--- src/rtl/fp_add_normalizer_pkg.sv ---
// Shared constants and stage records for the FP32 add/sub normalizer.
// EXP_W/FRAC_W set the format; MW is the aligned mantissa width
// (hidden bit at MW-1, G/R/S in [2:0]); SE_W is the signed exponent
// width used through normalization and rounding.
package fp_add_normalizer_pkg;
  localparam int EXP_W   = 8;
  localparam int FRAC_W  = 23;
  localparam int MW      = FRAC_W + 4;
  localparam int BIAS    = (1 << (EXP_W - 1)) - 1;
  localparam int EXP_MAX = (1 << EXP_W) - 1;
  localparam int DATA_W  = 1 + EXP_W + FRAC_W;
  localparam int LZ_W    = $clog2(MW + 1);
  localparam int SE_W    = EXP_W + 2;

  localparam logic [DATA_W-1:0] QNAN    = {1'b0, {EXP_W{1'b1}}, 1'b1, {(FRAC_W-1){1'b0}}};
  localparam logic [DATA_W-2:0] INF_MAG = {{EXP_W{1'b1}}, {FRAC_W{1'b0}}};

  // S1 -> S2: raw magnitude (carry bit at MW), exponent, specials
  typedef struct packed {
    logic [MW:0]        mag;
    logic [EXP_W-1:0]   e;
    logic               sign;
    logic               zsign;     // sign to use if the result is exactly zero
    logic               spec;
    logic [DATA_W-1:0]  spec_val;
  } s1_t;

  // S2 -> S3: normalized mantissa with hidden bit at MW-1
  typedef struct packed {
    logic [MW-1:0]           m;
    logic signed [SE_W-1:0]  e;
    logic                    sign;
    logic                    zero;
    logic                    spec;
    logic [DATA_W-1:0]       spec_val;
  } s2_t;

  // S3 output register
  typedef struct packed {
    logic [DATA_W-1:0]  data;
    logic               ovf;
    logic               unf;
  } res_t;
endpackage

--- src/rtl/fp_add_normalizer_if.sv ---
// Handshake bundle for the normalizer: aligned-operand input beat and
// packed result output beat. slave = the normalizer, master = its driver.
interface fp_add_normalizer_if;
  import fp_add_normalizer_pkg::*;
  logic               in_valid;
  logic               in_ready;
  logic [EXP_W-1:0]   in_e;
  logic               in_sign;
  logic               in_sign_2;
  logic [MW-1:0]      in_m_1;
  logic [MW-1:0]      in_m_2;
  logic               in_nan;
  logic               in_inf_1;
  logic               in_inf_2;
  logic               out_valid;
  logic               out_ready;
  logic [DATA_W-1:0]  out_data;
  logic               out_overflow;
  logic               out_underflow;

  modport slave (
    input  in_valid, in_e, in_sign, in_sign_2, in_m_1, in_m_2, in_nan, in_inf_1, in_inf_2,
    output in_ready,
    output out_valid, out_data, out_overflow, out_underflow,
    input  out_ready
  );

  modport master (
    output in_valid, in_e, in_sign, in_sign_2, in_m_1, in_m_2, in_nan, in_inf_1, in_inf_2,
    input  in_ready,
    input  out_valid, out_data, out_overflow, out_underflow,
    output out_ready
  );
endinterface

--- src/rtl/fp_add_normalizer_lz_counter.sv ---
// Combinational leading-zero counter.
//  val : W-bit input
//  cnt : number of leading zeros (W when val is zero)
module fp_add_normalizer_lz_counter
  import fp_add_normalizer_pkg::*;
#(
  parameter int W  = MW,
  parameter int CW = $clog2(W + 1)
) (
  input  logic [W-1:0]  val,
  output logic [CW-1:0] cnt
);
  // Scan LSB->MSB; the highest set bit writes last and wins.
  always_comb begin
    cnt = CW'(W);
    for (int i = 0; i < W; i++)
      if (val[i]) cnt = CW'(W - 1 - i);
  end
endmodule

--- src/rtl/fp_add_normalizer.sv ---
// FP32 add/sub back end: magnitude add/sub (S1), normalize (S2),
// round-to-nearest-even + specials + pack (S3). Valid/ready pipeline,
// full throughput, 3-cycle latency, subnormal results flush to zero.
//  clk  : clock, rising edge
//  rst  : asynchronous reset, active high
//  bus  : operand input beat / packed result output beat (slave side)
module fp_add_normalizer
  import fp_add_normalizer_pkg::*;
(
  input logic            clk,
  input logic            rst,
  fp_add_normalizer_if.slave bus
);
  localparam logic signed [SE_W-1:0] ONE_S  = SE_W'(1);
  localparam logic signed [SE_W-1:0] EMAX_S = SE_W'(EXP_MAX);

  logic [3:1] vld_pipe, ld;
  s1_t  s1_d, s1_q;
  s2_t  s2_d, s2_q;
  res_t s3_d, s3_q;

  // Handshake: a stage loads when empty or when its successor loads.
  assign ld[3] = ~vld_pipe[3] | bus.out_ready;
  assign ld[2] = ~vld_pipe[2] | ld[3];
  assign ld[1] = ~vld_pipe[1] | ld[2];
  assign bus.in_ready = ld[1];

  // ---------------- S1: magnitude add / subtract ----------------
  logic sub, m1_ge;
  assign sub   = bus.in_sign ^ bus.in_sign_2;
  assign m1_ge = bus.in_m_1 >= bus.in_m_2;

  always_comb begin
    s1_d       = '0;
    s1_d.e     = bus.in_e;
    s1_d.zsign = bus.in_sign & bus.in_sign_2 & ~sub;
    if (!sub) begin
      s1_d.mag  = {1'b0, bus.in_m_1} + {1'b0, bus.in_m_2};
      s1_d.sign = bus.in_sign;
    end else if (m1_ge) begin
      s1_d.mag  = {1'b0, bus.in_m_1 - bus.in_m_2};
      s1_d.sign = bus.in_sign;
    end else begin
      s1_d.mag  = {1'b0, bus.in_m_2 - bus.in_m_1};
      s1_d.sign = bus.in_sign_2;
    end
    // Special result resolved up front and carried with the beat.
    s1_d.spec = bus.in_nan | bus.in_inf_1 | bus.in_inf_2;
    if (bus.in_nan || (bus.in_inf_1 && bus.in_inf_2 && sub)) s1_d.spec_val = QNAN;
    else if (bus.in_inf_1)                                   s1_d.spec_val = {bus.in_sign, INF_MAG};
    else if (bus.in_inf_2)                                   s1_d.spec_val = {bus.in_sign_2, INF_MAG};
  end

  // ---------------- S2: normalize ----------------
  logic [LZ_W-1:0] lzc;

  fp_add_normalizer_lz_counter #(.W(MW), .CW(LZ_W)) u_lzc (
    .val (s1_q.mag[MW-1:0]),
    .cnt (lzc)
  );

  always_comb begin
    s2_d          = '0;
    s2_d.spec     = s1_q.spec;
    s2_d.spec_val = s1_q.spec_val;
    s2_d.zero     = (s1_q.mag == '0);
    s2_d.sign     = s2_d.zero ? s1_q.zsign : s1_q.sign;
    if (s1_q.mag[MW]) begin
      // Carry out: drop one bit right, keep it sticky.
      s2_d.m = {s1_q.mag[MW:2], s1_q.mag[1] | s1_q.mag[0]};
      s2_d.e = $signed({2'b00, s1_q.e}) + ONE_S;
    end else begin
      s2_d.m = s1_q.mag[MW-1:0] << lzc;
      s2_d.e = $signed({2'b00, s1_q.e}) - $signed({{(SE_W-LZ_W){1'b0}}, lzc});
    end
  end

  // ---------------- S3: round RNE, range check, pack ----------------
  logic [FRAC_W-1:0]       frac, frac_r;
  logic                    up, rc;
  logic signed [SE_W-1:0]  e3;

  always_comb begin
    frac        = s2_q.m[MW-2:3];
    up          = s2_q.m[2] & (s2_q.m[1] | s2_q.m[0] | s2_q.m[3]);
    {rc, frac_r} = {1'b0, frac} + {{FRAC_W{1'b0}}, up};
    // A rounding carry leaves frac_r at zero and bumps the exponent.
    e3          = s2_q.e + $signed({{(SE_W-1){1'b0}}, rc});
    s3_d        = '0;
    if (s2_q.spec) begin
      s3_d.data = s2_q.spec_val;
    end else if (s2_q.zero) begin
      s3_d.data = {s2_q.sign, {(DATA_W-1){1'b0}}};
    end else if (e3 >= EMAX_S) begin
      s3_d.data = {s2_q.sign, INF_MAG};
      s3_d.ovf  = 1'b1;
    end else if (e3 < ONE_S) begin
      s3_d.data = {s2_q.sign, {(DATA_W-1){1'b0}}};
      s3_d.unf  = 1'b1;
    end else begin
      s3_d.data = {s2_q.sign, e3[EXP_W-1:0], frac_r};
    end
  end

  // ---------------- stage registers ----------------
  always_ff @(posedge clk or posedge rst) begin
    if (rst) begin
      vld_pipe <= '0;
      s1_q     <= '0;
      s2_q     <= '0;
      s3_q     <= '0;
    end else begin
      if (ld[1]) vld_pipe[1] <= bus.in_valid;
      if (ld[2]) vld_pipe[2] <= vld_pipe[1];
      if (ld[3]) vld_pipe[3] <= vld_pipe[2];
      if (ld[1] && bus.in_valid)  s1_q <= s1_d;
      if (ld[2] && vld_pipe[1])   s2_q <= s2_d;
      if (ld[3] && vld_pipe[2])   s3_q <= s3_d;
    end
  end

  assign bus.out_valid     = vld_pipe[3];
  assign bus.out_data      = s3_q.data;
  assign bus.out_overflow  = s3_q.ovf;
  assign bus.out_underflow = s3_q.unf;
endmodule

--- src/flat_wrapper.sv ---
// flat-port wrapper written by rule: the top's interface ports become plain ports
module fp_add_normalizer_flat import fp_add_normalizer_pkg::*;
  (clk, rst, bus_in_valid, bus_in_e, bus_in_sign, bus_in_sign_2, bus_in_m_1, bus_in_m_2, bus_in_nan, bus_in_inf_1, bus_in_inf_2, bus_in_ready, bus_out_valid, bus_out_data, bus_out_overflow, bus_out_underflow, bus_out_ready);
  fp_add_normalizer_if bus_i ();
  input logic clk;
  input logic rst;
  input wire logic [$bits(bus_i.in_valid)-1:0] bus_in_valid;
  input wire logic [$bits(bus_i.in_e)-1:0] bus_in_e;
  input wire logic [$bits(bus_i.in_sign)-1:0] bus_in_sign;
  input wire logic [$bits(bus_i.in_sign_2)-1:0] bus_in_sign_2;
  input wire logic [$bits(bus_i.in_m_1)-1:0] bus_in_m_1;
  input wire logic [$bits(bus_i.in_m_2)-1:0] bus_in_m_2;
  input wire logic [$bits(bus_i.in_nan)-1:0] bus_in_nan;
  input wire logic [$bits(bus_i.in_inf_1)-1:0] bus_in_inf_1;
  input wire logic [$bits(bus_i.in_inf_2)-1:0] bus_in_inf_2;
  output wire logic [$bits(bus_i.in_ready)-1:0] bus_in_ready;
  output wire logic [$bits(bus_i.out_valid)-1:0] bus_out_valid;
  output wire logic [$bits(bus_i.out_data)-1:0] bus_out_data;
  output wire logic [$bits(bus_i.out_overflow)-1:0] bus_out_overflow;
  output wire logic [$bits(bus_i.out_underflow)-1:0] bus_out_underflow;
  input wire logic [$bits(bus_i.out_ready)-1:0] bus_out_ready;
  assign bus_i.in_valid = bus_in_valid;
  assign bus_i.in_e = bus_in_e;
  assign bus_i.in_sign = bus_in_sign;
  assign bus_i.in_sign_2 = bus_in_sign_2;
  assign bus_i.in_m_1 = bus_in_m_1;
  assign bus_i.in_m_2 = bus_in_m_2;
  assign bus_i.in_nan = bus_in_nan;
  assign bus_i.in_inf_1 = bus_in_inf_1;
  assign bus_i.in_inf_2 = bus_in_inf_2;
  assign bus_in_ready = bus_i.in_ready;
  assign bus_out_valid = bus_i.out_valid;
  assign bus_out_data = bus_i.out_data;
  assign bus_out_overflow = bus_i.out_overflow;
  assign bus_out_underflow = bus_i.out_underflow;
  assign bus_i.out_ready = bus_out_ready;
  fp_add_normalizer u_core (.clk(clk), .rst(rst), .bus(bus_i));
endmodule
--- config.mk ---
export PLATFORM = sky130hd
export DESIGN_NAME = fp_add_normalizer_flat
export DESIGN_NICKNAME = d
export VERILOG_FILES = /design/src/rtl/fp_add_normalizer_pkg.sv /design/src/rtl/fp_add_normalizer_if.sv /design/src/rtl/fp_add_normalizer_lz_counter.sv /design/src/rtl/fp_add_normalizer.sv /design/src/flat_wrapper.sv
export SDC_FILE = /design/constraint.sdc
export NUM_CORES = 1
export LEC_CHECK = 0
export CORE_ASPECT_RATIO = 1.5
export CORE_UTILIZATION = 60
export DETAILED_ROUTE_END_ITERATION = 8
export GPL_TIMING_DRIVEN = 0
export PLACE_DENSITY = 0.91
export SLEW_MARGIN = 20
export SYNTH_ARGS = -nofsm -noshare
export SYNTH_HDL_FRONTEND = slang
export SYNTH_SLANG_ARGS = --single-unit
export TNS_END_PERCENT = 1
--- constraint.sdc ---
create_clock -name clk -period 5.6 [get_ports clk]
set_clock_uncertainty 0.15 [all_clocks]
set_input_delay 1.12 -clock clk [delete_from_list [all_inputs] [get_ports clk]]
set_output_delay 1.12 -clock clk [all_outputs]
set_load 0.005 [all_outputs]
# After elaboration in Yosys (flattened, before gate mapping)
# Cells that the tools add are included.
word_totals:
  reg_bits: 179
  wordCells: 97
  out_inout_bits: 36
op_classes:
  n_mux: 45
  n_shift: 1
  addsub: 7
  bitwise: 16
  n_reduce_logical: 7
  magnitude_cmp: 3
op_table:
  columns: ["cell", "count"]
  rows:
  - ["5-bit 2-to-1 mux", 26]
  - ["32-bit 2-to-1 mux", 4]
  - ["31-bit 2-to-1 mux", 3]
  - ["27-bit subtractor", 2]
  - ["36-bit 2-to-1 mux", 1]
  - ["27-bit by 27-bit adder with 28-bit output", 1]
  - ["28-bit zero test", 1]
  - ["28-bit 2-to-1 mux", 1]
  - ["27-bit greater-or-equal comparator", 1]
  - ["27-bit 2-to-1 mux", 1]
  - ["27-bit by 5-bit left shift with 26-bit output", 1]
  - ["23-bit by 1-bit adder with 24-bit output", 1]
  - ["10-bit by 2-bit adder with 10-bit output", 1]
  - ["10-bit by 9-bit greater-or-equal comparator with 1-bit output, second input constant", 1]
  - ["10-bit by 2-bit less-than comparator with 1-bit output, second input constant", 1]
  - ["8-bit by 1-bit adder with 9-bit output, second input constant", 1]
  - ["8-bit by 5-bit subtractor with 9-bit output", 1]
  - ["1-bit bitwise OR", 8]
  - ["1-bit 2-to-1 mux", 7]
  - ["1-bit logical AND", 5]
  - ["2-bit 2-to-1 mux", 2]
  - ["1-bit inverter", 4]
  - ["1-bit AND", 3]
  - ["1-bit logical OR", 1]
  - ["1-bit bitwise XOR", 1]

# Longest topological paths before layout
# Gate-level depths: netlist of run 1.
logic_depth:
  ltp_word: 29
  depth_mapped: 19
  mapped_depth_nobuf: 18

# Hierarchy
# Synthesis of run 1 repeated with hierarchy kept, for this count alone.
unflattened:
  hier_cells: 1447
  area_unflattened_um2: 11443.5
by_module_without_submodules:
  columns: ["module", "cells_per_inst", "area_per_inst_um2", "seq_area_each_um2", "n_inst"]
  rows:
  - ["fp_add_normalizer", 1396, 11165.7, 3027.9, 1]
  - ["fp_add_normalizer_lz_counter", 51, 277.8, 0.0, 1]

# Least setup slack after synthesis of run 1
# OpenSTA, ideal clock, no wires.
synth_timing:
  path_type: "register to register"
  start: "reg u_core.s2_q, in the netlist u_core.frac[4]"
  end: "reg u_core.s3_q, in the netlist u_core.bus.out_data[25]"
  required_time_ns: 5.363
  stages_incl_launch_ff: 20
  arrival_time_ns: 3.823
  setup_slack_ns: 1.540
  path_buffers: 1
  synth_period_minus_slack_ns: 4.060
  cell_sequence: "dfrtp_1 > nand4_1 > nor2_1 > nand3_1 > nor3_1 > nand4_1 > nor2_1 > and3_1 > ha_1 > ha_1 > xor2_1 > nand4_1 > o41ai_1 > a21oi_1 > a311o_1 > nor3_1 > a21oi_1 > or2_2 > clkbuf_1 > o211ai_1"
synth_via:
  elab_chain_cells: 7
synth_rtl:
  columns: ["item", "line_no", "rtl"]
  rows:
  - ["start, declared", "fp_add_normalizer.sv:19", "s2_t s2_d, s2_q;"]
  - ["start signal, assigned", "fp_add_normalizer.sv:110", "s2_q <= '0;"]
  - ["start signal, assigned", "fp_add_normalizer.sv:117", "if (ld[2] && vld_pipe[1]) s2_q <= s2_d;"]
  - ["23-bit by 1-bit adder with 24-bit output *", "fp_add_normalizer.sv:86", "{rc, frac_r} = {1'b0, frac} + {{FRAC_W{1'b0}}, up};"]
  - ["10-bit by 2-bit adder with 10-bit output *", "fp_add_normalizer.sv:88", "e3 = s2_q.e + $signed({{(SE_W-1){1'b0}}, rc});"]
  - ["10-bit by 2-bit less-than comparator with 1-bit output", "fp_add_normalizer.sv:97", "end else if (e3 < ONE_S) begin"]
  - ["31-bit 2-to-1 mux", "fp_add_normalizer.sv:97", null]
  - ["31-bit 2-to-1 mux *", "fp_add_normalizer.sv:94", "end else if (e3 >= EMAX_S) begin"]
  - ["31-bit 2-to-1 mux *", "fp_add_normalizer.sv:92", "end else if (s2_q.zero) begin"]
  - ["32-bit 2-to-1 mux *", "fp_add_normalizer.sv:90", "if (s2_q.spec) begin"]
  - ["end signal, assigned", "fp_add_normalizer.sv:111", "s3_q <= '0;"]
  - ["end signal, assigned", "fp_add_normalizer.sv:118", "if (ld[3] && vld_pipe[2]) s3_q <= s3_d;"]
  - ["end, declared", "fp_add_normalizer.sv:20", "res_t s3_d, s3_q;"]
# Mark *: on every way between the ends. The rest lies on a longest branch, timed or not.
# A chain may end at the register's enable or synchronous reset.

# Worst setup path in the final report of run 1
layout_timing:
  start: "in bus_in_m_2[10]"
  end: "reg u_core.s1_q[63] (netlist bit)"
layout_via:
  elab_chain_cells: 3
layout_rtl:
  columns: ["item", "line_no", "rtl"]
  rows:
  - ["start, declared", "flat_wrapper.sv:12", "input wire logic [$bits(bus_i.in_m_2)-1:0] bus_in_m_2;"]
  - ["27-bit subtractor, or another cell as far along", "fp_add_normalizer.sv:44", "s1_d.mag = {1'b0, bus.in_m_2 - bus.in_m_1};"]
  - ["27-bit 2-to-1 mux", "fp_add_normalizer.sv:40", "end else if (m1_ge) begin"]
  - ["28-bit 2-to-1 mux *", "fp_add_normalizer.sv:37", "if (!sub) begin"]
  - ["end signal, assigned", "fp_add_normalizer.sv:109", "s1_q <= '0;"]
  - ["end signal, assigned", "fp_add_normalizer.sv:116", "if (ld[1] && bus.in_valid) s1_q <= s1_d;"]
  - ["end, declared", "fp_add_normalizer.sv:18", "s1_t s1_d, s1_q;"]
# Marked as above.

==> results of run 1 <==
[cell families (layout without fill, tap and decap cells)]
family	after synthesis	after routing
flops	121	121
mux	67	67
xor+xnor	61	61
simple gates	489	489
compound gates	454	454
buf+inv	202	341
fa+ha+maj	94	94
[through the flow]
step | setup TNS (ns) | hold slack (ns) | util | area [sq um]
after floorplan | 0 | 0.289 | - | 11600
after global placement | -39.02 | 0.303 | 0.694 | 13000
after detailed placement | 0 | 0.307 | 0.695 | 13000
after CTS | 0 | 0.328 | 0.728 | 13600
after global routing | 0 | 0.342 | 0.728 | 13600
final | 0 | 0.321 | 0.728 | 13600
[state kept, by name, summed over array words and instances, names as in the netlist]
register	count
u_core.s1_q	42
u_core.bus.out_data	32
u_core.frac	23
u_core.s2_q	19
u_core.vld_pipe	3
u_core.bus.out_overflow	1
u_core.bus.out_underflow	1
[layout make-up]
cell class              count  area [sq um]
inverters                 102           390
plain buffers             100           460
clock buffers              17           425
multi-input cells        1165          7720
clock inverters            15           184
flip-flops and latches    121          3030
repair buffers            107          1090
fillers                  1485          5090
well taps                 252           315
[final timing paths]
path / start / slack (ns) / cells after the start / to
max: bus_in_m_2[10] / 0.44 / 16 / u_core.s1_q[63]$_DFFE_PP0P_
min: u_core.bus.out_data[12]$_DFFE_PP0P_ / 0.32 / 2 / u_core.bus.out_data[12]$_DFFE_PP0P_
max in group asynchronous: rst / 3.57 / 3 / u_core.frac[18]$_DFFE_PP0P_
max reg2reg: u_core.frac[4]$_DFFE_PP0P_ / 0.50 / 18 / u_core.bus.out_data[15]$_DFFE_PP0P_
min in group asynchronous: rst / 0.99 / 2 / u_core.s1_q[39]$_DFFE_PP0P_
min reg2reg: u_core.bus.out_data[12]$_DFFE_PP0P_ / 0.32 / 2 / u_core.bus.out_data[12]$_DFFE_PP0P_
[routing by layer]
layer / up-vias / share of wire
li1: 5572 / -
met1: 5635 / 0.33
met2: 675 / 0.51
met3: 245 / 0.062
met4: 0 / 0.10
met5: - / 0
[where the power goes]
part	internal, uW	total [uW]	switching [uW]	leakage [uW]
Sequential	1150	1400	248	0.00151
Clock	676	1140	468	0.000298
Combinational	1130	2850	1720	0.00420
[worst max-delay path, cell delays in order]
cell,delay (ns)
clkdlybuf4s50_1,0.51
inv_1,0.06
ha_1,0.33
clkbuf_1,0.27
a21oi_1,0.26
o2111ai_1,0.13
a311oi_1,0.63
nor2_1,0.11
o21ai_1,0.29
buf_2,0.36
buf_2,0.39
o211ai_1,0.16
o31ai_1,0.16
o21ai_0,0.19
xnor2_1,0.24
o21ai_1,0.08
[layout by cell type, fill, tap and decap left out, drive strengths merged, types with 39 or more instances in the layout]
cell	instances
mux2i	53
o31ai	39
inv	111
ha	90
o21ai	119
clkbuf	78
a21oi	109
buf	40
clkdlybuf4s50	106
nand2	201
dfrtp	121
nor2	122
==> impl_results.md, run 1 <==
* CTS tree: done
* Clock sinks at 121
* Global Route met2 Usage at 0.747
* Area contributors post-synth: dfrtp_1, ha_1, nand2_1
* Yosys top cell area share at 0.261
* TritonCTS Buffers at 17
* Met1 usage at 0.379
* Async SR Flop Fraction at 1.00
* Max-slew violations at 0
* Hold Path Class: reg2reg
* Post-synth top flop: dfrtp_1
* Syn_nets at 1,653
* Post-place setup slack at approximately 0.28 ns
* Worst slew pin tran at 1.00 ns
* Remaining DRCs at 0
* Worst Slack Setup Final at between 0.4 and 0.5 ns
* Tot Pwr at 5400 uW
* DR pass1 iterations at 5
* Critical path launch point type: primary input
* Compound-Gate Fraction of Synth Area at 0.259
* GRT overflow at 0
* Setup CP Type: in2reg
* IO Pins at roughly 110
* Die Y at 172 um
* Max Freq at 0.194 GHz
* Register area share after synthesis at 0.261
* Post-synthesis adder-cell area fraction at 0.104
* Starting Density at 0.620
* H-tree depth at 4
* Crit end category: flip-flop
* Largest net degree at the start of global routing at 64
* EDFF count, synth at 0
* CTS root buf: clkbuf_16
* Core Rows at 61
* Post-CTS Resized at 0
* Die ar. at 19,900 sq um
* Required @ worst endpoint at 5.74 ns
* Yosys cell types at 90
* Simple-Gate Fraction of Synth Area at 0.197
* Final setup viols at 0
* Clock-pin slew on the worst setup and hold paths at 0.06 ns
* Pwr/cell area at 396 nW/um^2
* Minimum clock period at 5.16 ns
* Leak at approximately 0.0060 uW
* YS warnings at 0
* Post-Synthesis Cell Area at 11,600 sq um
* Post-DP HPWL at 30,400 um
* Top post-synthesis cells by count: nand2_1, dfrtp_1, nor2_1
* Total track usage at 0.409
* Cells after Synth at between 1,000 and 1,500
* Hold Buf Count CTS at 0
* Max-cap viol count at 0
* Aggregate routed wire length at 39,500 um
* Average instance area after synthesis at 7.79 sq um
* Finished Layout Cells at 1,879
* Placed insts at 1,847
* Vias per std cell at 6.45
* CP Max Fanout at 10
* Peak supply drop at 0.249 mV
* Final hold viol count at 0
* RSZ-0062 raised after global routing: false
* Normalized max-slew margin at 0.331
* Ant diodes at 0
* Register bit count reported by yosys at 121
* Final period util at 0.921
* Longest Clk Path Bufs at 2
* Initial antenna violation count at 0
* First-pass GRT wire length at 61,700 um
* Post-synthesis mux area share at 0.0603
* RePlAce Congestion at 1.06
* Leading area contributor after synthesis: dfrtp_1
* Share of post-route cells with drive strength above 1 at 0.0707
* CP Data Arrival Time at roughly 5.3 ns
* Detailed-route wire length per cell at 21.0 um
* Post-CTS Setup Inserts at 0
* Worst skew pair latency at approximately 0.42 ns
* Top-count cell post-synth: nand2_1
* Die Span X at 116 um
* Largest family of logic cells by synthesized area: compound AO/OA/AOI/OAI gates
* Syn-to-layout area delta at 17.4%
* GR Util met3 at 0.0743
* Total vias in the final route at 12,100
* Final #Nets at 1,779
* Core ar. at 18,700 sq um
* DRT iter0 DRCs at 961
* PortBufs at roughly 110
* Vias in the first global route at 12,100
* Most Used Layer, Global Route: met2
* Outcome: complete, no violations
* XOR/XNOR Fraction of Synth Area at 0.0461
* Final ANT Viol Nets at 0
Power figures use the tool's default switching activity.
==> run 2, diff against run 1 <==
--- a/config.mk
+++ b/config.mk
@@ -7,9 +7,10 @@
 export LEC_CHECK = 0
 export CORE_ASPECT_RATIO = 1.5
 export CORE_UTILIZATION = 60
+export CTS_CLUSTER_SIZE = 40
 export DETAILED_ROUTE_END_ITERATION = 8
 export GPL_TIMING_DRIVEN = 0
-export PLACE_DENSITY = 0.91
+export PLACE_DENSITY = 0.83
 export SLEW_MARGIN = 20
 export SYNTH_ARGS = -nofsm -noshare
 export SYNTH_HDL_FRONTEND = slang
==> impl_results.md, run 2 (synthesis results as in run 1) <==
* Clock sinks at 121
* Outcome: complete, no violations
* Minimum clock period at 5.19 ns
* Setup CP Type: reg2reg
* Core Rows at 61
* Final period util at 0.928
* Max-cap viol count at 0
* RSZ-0062 raised after global routing: false
* Final ANT Viol Nets at 0
* Post-place setup slack at approximately 0.21 ns
* Max Freq at 0.192 GHz
* Max-slew violations at 0
* Fin util at 0.727
* Pwr/cell area at 399 nW/um^2
* Total track usage at 0.425
* Leak at roughly 0.0060 uW
* First-pass GRT wire length at 63,800 um
* Worst Slack Setup Final at 0.405 ns
* RePlAce Congestion at 1.02
* Normalized max-slew margin at 0.284
* Die Span X at 116 um
* Required @ worst endpoint at 5.80 ns
* Starting Density at 0.620
* CTS root buf: clkbuf_16
* CTS tree: done
* CP Data Arrival Time at 5.39 ns
* Placed insts at 1,847
* Cell mode on critical path: nand4_1
* Hold Path Class: reg2reg
* Critical path launch point type: flip-flop
* Post-CTS Setup Inserts at 0
* Longest Clk Path Bufs at 2
* Final setup viols at 0
* Post-DP HPWL at 31,500 um
* Final #Nets at approximately 1,800
* Crit end category: flip-flop
* Aggregate routed wire length at just over 40,000 um
* Worst slew pin tran at 1.07 ns
* Max FFs per register at 42
* Vias per std cell at 6.47
* Clock-pin slew on the worst setup and hold paths at 0.06 ns
* H-tree depth at 4
* Worst skew pair latency at 0.44 ns
* Most common cell after layout, fill and taps aside: nand2_1
* Detailed-route wire length per cell at 21.6 um
* Initial antenna violation count at 0
* PortBufs at 106
* GRT overflow at 0
* Syn-to-layout area delta at 17.2%
* Most flops, register: u_core.s1_q
* Remaining DRCs at 0
* Finished Layout Cells at 1,879
* CP peak stage delay at 0.44 ns
* Core ar. at 18,700 sq um
* Fin Hold WS at 0.326 ns
* CP Max Fanout at 7
* TritonCTS Buffers at 17
* Crit path cell chain: nand4_1 > nor2_1 > nand3_1 > nor3_1 > nand4_1 > nor2_1 > and3_1 > ha_1 > ha_1 > xor2_1 > nand4_1 > o41ai_1 > a21oi_1 > a311o_1 > nor3_1 > a21oi_1 > or2_2 > clkbuf_1 > o211ai_1
* Vias in the first global route at 12,500
* Total vias in the final route at 12,200
* Ant diodes at 0
* Commonest cells after routing, fill and taps aside: nand2_1, nor2_1, dfrtp_1
* IO Pins at approximately 110
* DR pass1 iterations at 6
* Peak supply drop at 0.266 mV
* CP max stage cell: dfrtp_1
* DRT iter0 DRCs at roughly 1,100
* Die ar. at 19,900 sq um
* Final hold viol count at 0
* Largest net degree at the start of global routing at 84
* Setup Total Neg Slack at 0 ns
* Die Y at 172 um
* Share of post-route cells with drive strength above 1 at 0.0719
[run 2: cell types whose count changed in the layout (fill, tap and decap cells not counted)]
| cell | delta |
|---|---|
| clkinvlp_4 | +2 |
| clkinv_4 | -1 |
| clkinv_8 | -1 |
| clkbuf_1 | -2 |
| clkbuf_2 | +2 |
| bufinv_16 | -1 |
| inv_8 | +1 |
[run 2: final cells by class]
| cell class | instances | area (sq um) |
|---|---|---|
| fillers | 1455 | 5110 |
| multi-input cells | 1165 | 7720 |
| clock inverters | 15 | 155 |
| clock buffers | 17 | 425 |
| inverters | 102 | 390 |
| plain buffers | 100 | 463 |
| repair buffers | 107 | 1090 |
| flip-flops and latches | 121 | 3030 |
| well taps | 252 | 315 |
[run 2: critical path, delay by kind of cell, from the launching register on]
family	cells	cell delay [ns]
compound gates	5	1.16
xor+xnor	1	0.25
fa+ha+maj	2	0.62
buf+inv	1	0.19
flops	1	0.44
simple gates	10	2.29
[run 2: final timing paths]
path,start,endpoint,slack (ns),cells past startpoint
hold / removal,u_core.bus.out_data[6]$_DFFE_PP0P_,u_core.bus.out_data[6]$_DFFE_PP0P_,0.33,2
max in group asynchronous,rst,u_core.frac[18]$_DFFE_PP0P_,3.65,3
setup reg to reg,u_core.frac[4]$_DFFE_PP0P_,u_core.bus.out_data[25]$_DFFE_PP0P_,0.41,19
hold reg to reg,u_core.bus.out_data[6]$_DFFE_PP0P_,u_core.bus.out_data[6]$_DFFE_PP0P_,0.33,2
setup / recovery,u_core.frac[4]$_DFFE_PP0P_,u_core.bus.out_data[25]$_DFFE_PP0P_,0.41,19
min in group asynchronous,rst,u_core.s1_q[39]$_DFFE_PP0P_,0.92,2
[run 2: layer usage]
metal / global-route usage / wire length [um] / up-vias
met5: 0 / 0 / -
met4: 0.402 / 4140 / 0
met3: 0.0988 / 2990 / 261
met2: 0.767 / 20400 / 685
met1: 0.384 / 13100 / 5657
li1: - / - / 5559
[run 2: through the flow]
step           total power [uW]  area (sq um)
3_3_place_gp               4100         13000
3_5_place_dp               4180         13000
2_1_floorplan              3210         11600
4_1_cts                    5290         13600
5_1_grt                    5720         13600
6_report                   5420         13600
[run 2: where the power goes]
group	switching, uW	internal, uW
combinational	1790	1130
sequential	253	1150
clock	464	628
[run 2: repair_timing]
item,4_1_cts,5_1_grt
resized for setup,0,4
setup endpoints to repair,0,13
hold buffers,0,0
==> run 3, diff against run 2 <==
--- a/config.mk
+++ b/config.mk
@@ -5,12 +5,14 @@
 export SDC_FILE = /design/constraint.sdc
 export NUM_CORES = 1
 export LEC_CHECK = 0
+export CELL_PAD_IN_SITES_DETAIL_PLACEMENT = 2
+export CELL_PAD_IN_SITES_GLOBAL_PLACEMENT = 2
 export CORE_ASPECT_RATIO = 1.5
-export CORE_UTILIZATION = 60
+export CORE_UTILIZATION = 35
 export CTS_CLUSTER_SIZE = 40
 export DETAILED_ROUTE_END_ITERATION = 8
 export GPL_TIMING_DRIVEN = 0
-export PLACE_DENSITY = 0.83
+export PLACE_DENSITY_LB_ADDON = 0.1
 export SLEW_MARGIN = 20
 export SYNTH_ARGS = -nofsm -noshare
 export SYNTH_HDL_FRONTEND = slang
==> impl_results.md, run 3 (synthesis results as in run 1) <==
* Minimum clock period at 5.24 ns
* Core ar. at 32,600 sq um
* Placed insts at 2,010
* P_int at 3040 uW
* Clock-pin slew on the worst setup and hold paths at 0.06 ns
* Hold Path Class: reg2reg
* Total track usage at 0.289
* Final setup viols at 0
* CP max stage cell: a311oi_1
* Crit path cell chain: clkdlybuf4s50_1 > inv_1 > ha_1 > clkbuf_1 > a21oi_1 > o2111ai_1 > a311oi_1 > nor2_1 > o21ai_1 > buf_2 > buf_2 > mux2i_1 > o311ai_0 > o21ai_0 > xnor2_1 > o21ai_0
* Starting Density at 0.355
* Die Span X at 151 um
* Commonest cells after routing, fill and taps aside: nand2_1, nor2_1, dfrtp_1
* Outcome: complete, no violations
* Final hold viol count at 0
* IO Pins at around 110
* Leak at between 0.006 and 0.007 uW
* Worst Setup EP: u_core.s1_q[60]$_DFFE_PP0P_
* Vias per std cell at 5.78
* CP Data Arrival Time at 5.38 ns
* Finished Layout Cells at 2,041
* RR Startpoint: u_core.frac[4]$_DFFE_PP0P_
* Total vias in the final route at 11,800
* RSZ-0062 raised after global routing: false
* Syn-to-layout area delta at 19.3%
* Setup CP Type: in2reg
* Longest Clk Path Bufs at 2
* Final #Nets at 1,779
* Post-CTS Setup Inserts at 0
* FF-to-FF setup slack at 0.37 ns
* H-tree depth at 4
* Peak supply drop at 0.242 mV
* Initial antenna violation count at 0
* Die Y at 225 um
* Met1 WL at approximately 16,000 um
* Sw Share at 0.448
* Net switching power at 2460 uW
* Most flops, register: u_core.s1_q
* Sequential power share at 0.254
* Post-CTS Resized at 0
* Max FFs per register at 42
* Pwr/cell area at 398 nW/um^2
* Worst slew pin tran at 1.04 ns
* Reg2reg path depth at 19
* Met2 wire len at 27,100 um
* PortBufs at 106
* CP Max Fanout at 10
* Vias in the first global route at 13,200
* Max Freq at 0.191 GHz
* Setup Total Neg Slack at 0 ns
* Critical path launch point type: primary input
* Final period util at 0.935
* Most common cell after layout, fill and taps aside: nand2_1
* Aggregate routed wire length at 46,900 um
* CTS tree: done
* Clock sinks at 121
* Final ANT Viol Nets at 0
* Hold Buf Count CTS at 0
* Met3 wire len at 965 um
* Required @ worst endpoint at 5.75 ns
* First-pass GRT wire length at ~74,000 um
* Max-cap viol count at 0
* DR pass1 iterations at 4
* Largest net degree at the start of global routing at 81
* RePlAce Congestion at 0.933
* CP peak stage delay at roughly 0.53 ns
* Crit end category: flip-flop
* Clock share of power at 0.215
* CTS root buf: clkbuf_16
* Die ar. at 33,900 sq um
* Normalized max-slew margin at 0.308
* Max-slew violations at 0
* DRT iter0 DRCs at 343
* Share of post-route cells with drive strength above 1 at 0.0695
* Remaining DRCs at 0
* FF-to-FF End: u_core.bus.out_data[25]$_DFFE_PP0P_
* Highest metal used: met4
* Gate power share at 0.531
* Critical path origin: bus_in_m_2[8]
* GRT overflow at 0
* Worst skew pair latency at 0.43 ns
* Detailed-route wire length per cell at around 23 um
* Ant diodes at 0
* Worst Slack Setup Final at 0.365 ns
* Post-DP HPWL at 38,700 um
* TritonCTS Buffers at 17
* Post-place setup slack at -0.0633 ns
* Core Rows at around 80
[run 3: cell count changes in the layout (fill, tap and decap cells not counted), sizes merged]
cell | before | now
bufinv | 1 | 4
clkbuf | 78 | 81
inv | 112 | 103
clkinvlp | 3 | 2
clkinv | 1 | 4
[run 3: layout make-up]
class | instances | area, sq um
buffer | 100 | 460
sequential | 121 | 3030
timing repair buffer | 107 | 1090
tap | 415 | 519
fill | 3812 | 18800
inverter | 102 | 390
clock inverter | 11 | 171
clock buffer | 20 | 447
multi-input combinational | 1165 | 7730
[run 3: power by group through the flow]
| stage | Sequential, uW | Combinational, uW | Clock, uW |
|---|---|---|---|
| 5_1_grt | 1440 | 3180 | 1220 |
| 6_report | 1400 | 2920 | 1180 |
| 4_1_cts | 1400 | 2920 | 1200 |
| 3_3_place_gp | 1390 | 2830 | 0 |
| 2_1_floorplan | 1350 | 1860 | 0 |
| 3_5_place_dp | 1410 | 2890 | 0 |
[run 3: worst min-delay path by stage]
stage	start	to	slack, ns	cells after the start
after CTS	u_core.s2_q[45]$_DFFE_PP0P_	u_core.s2_q[45]$_DFFE_PP0P_	0.33	2
after global placement	u_core.s2_q[45]$_DFFE_PP0P_	u_core.s2_q[45]$_DFFE_PP0P_	0.31	2
after global routing	u_core.bus.out_data[4]$_DFFE_PP0P_	u_core.bus.out_data[4]$_DFFE_PP0P_	0.35	2
after detailed placement	u_core.s2_q[45]$_DFFE_PP0P_	u_core.s2_q[45]$_DFFE_PP0P_	0.31	2
final	u_core.s1_q[30]$_DFFE_PP0P_	u_core.s2_q[30]$_DFFE_PP0P_	0.32	2
after floorplan	u_core.s1_q[22]$_DFFE_PP0P_	u_core.s2_q[22]$_DFFE_PP0P_	0.29	2
[run 3: per-layer routing]
| layer | vias up | global-route usage |
|---|---|---|
| met5 | - | 0 |
| met4 | 0 | 0.167 |
| met3 | 121 | 0.0302 |
| met2 | 223 | 0.593 |
| met1 | 5894 | 0.265 |
| li1 | 5554 | - |
[run 3: stage by stage]
stage                     utilization  hold slack [ns]  power (uW)  area (sq um)
final                           0.424            0.325        5500         13800
after global placement          0.404            0.307        4220         13200
after CTS                       0.424            0.327        5520         13800
after floorplan                     -            0.289        3210         11600
after global routing            0.424            0.350        5850         13800
after detailed placement        0.405            0.313        4300         13200
[run 3: worst max-delay path, delay by kind of cell]
kind | cells | cell delay (ns)
xor+xnor | 1 | 0.17
fa+ha+maj | 1 | 0.28
simple gates | 1 | 0.11
compound gates | 7 | 1.87
buf+inv | 5 | 1.59
mux | 1 | 0.23
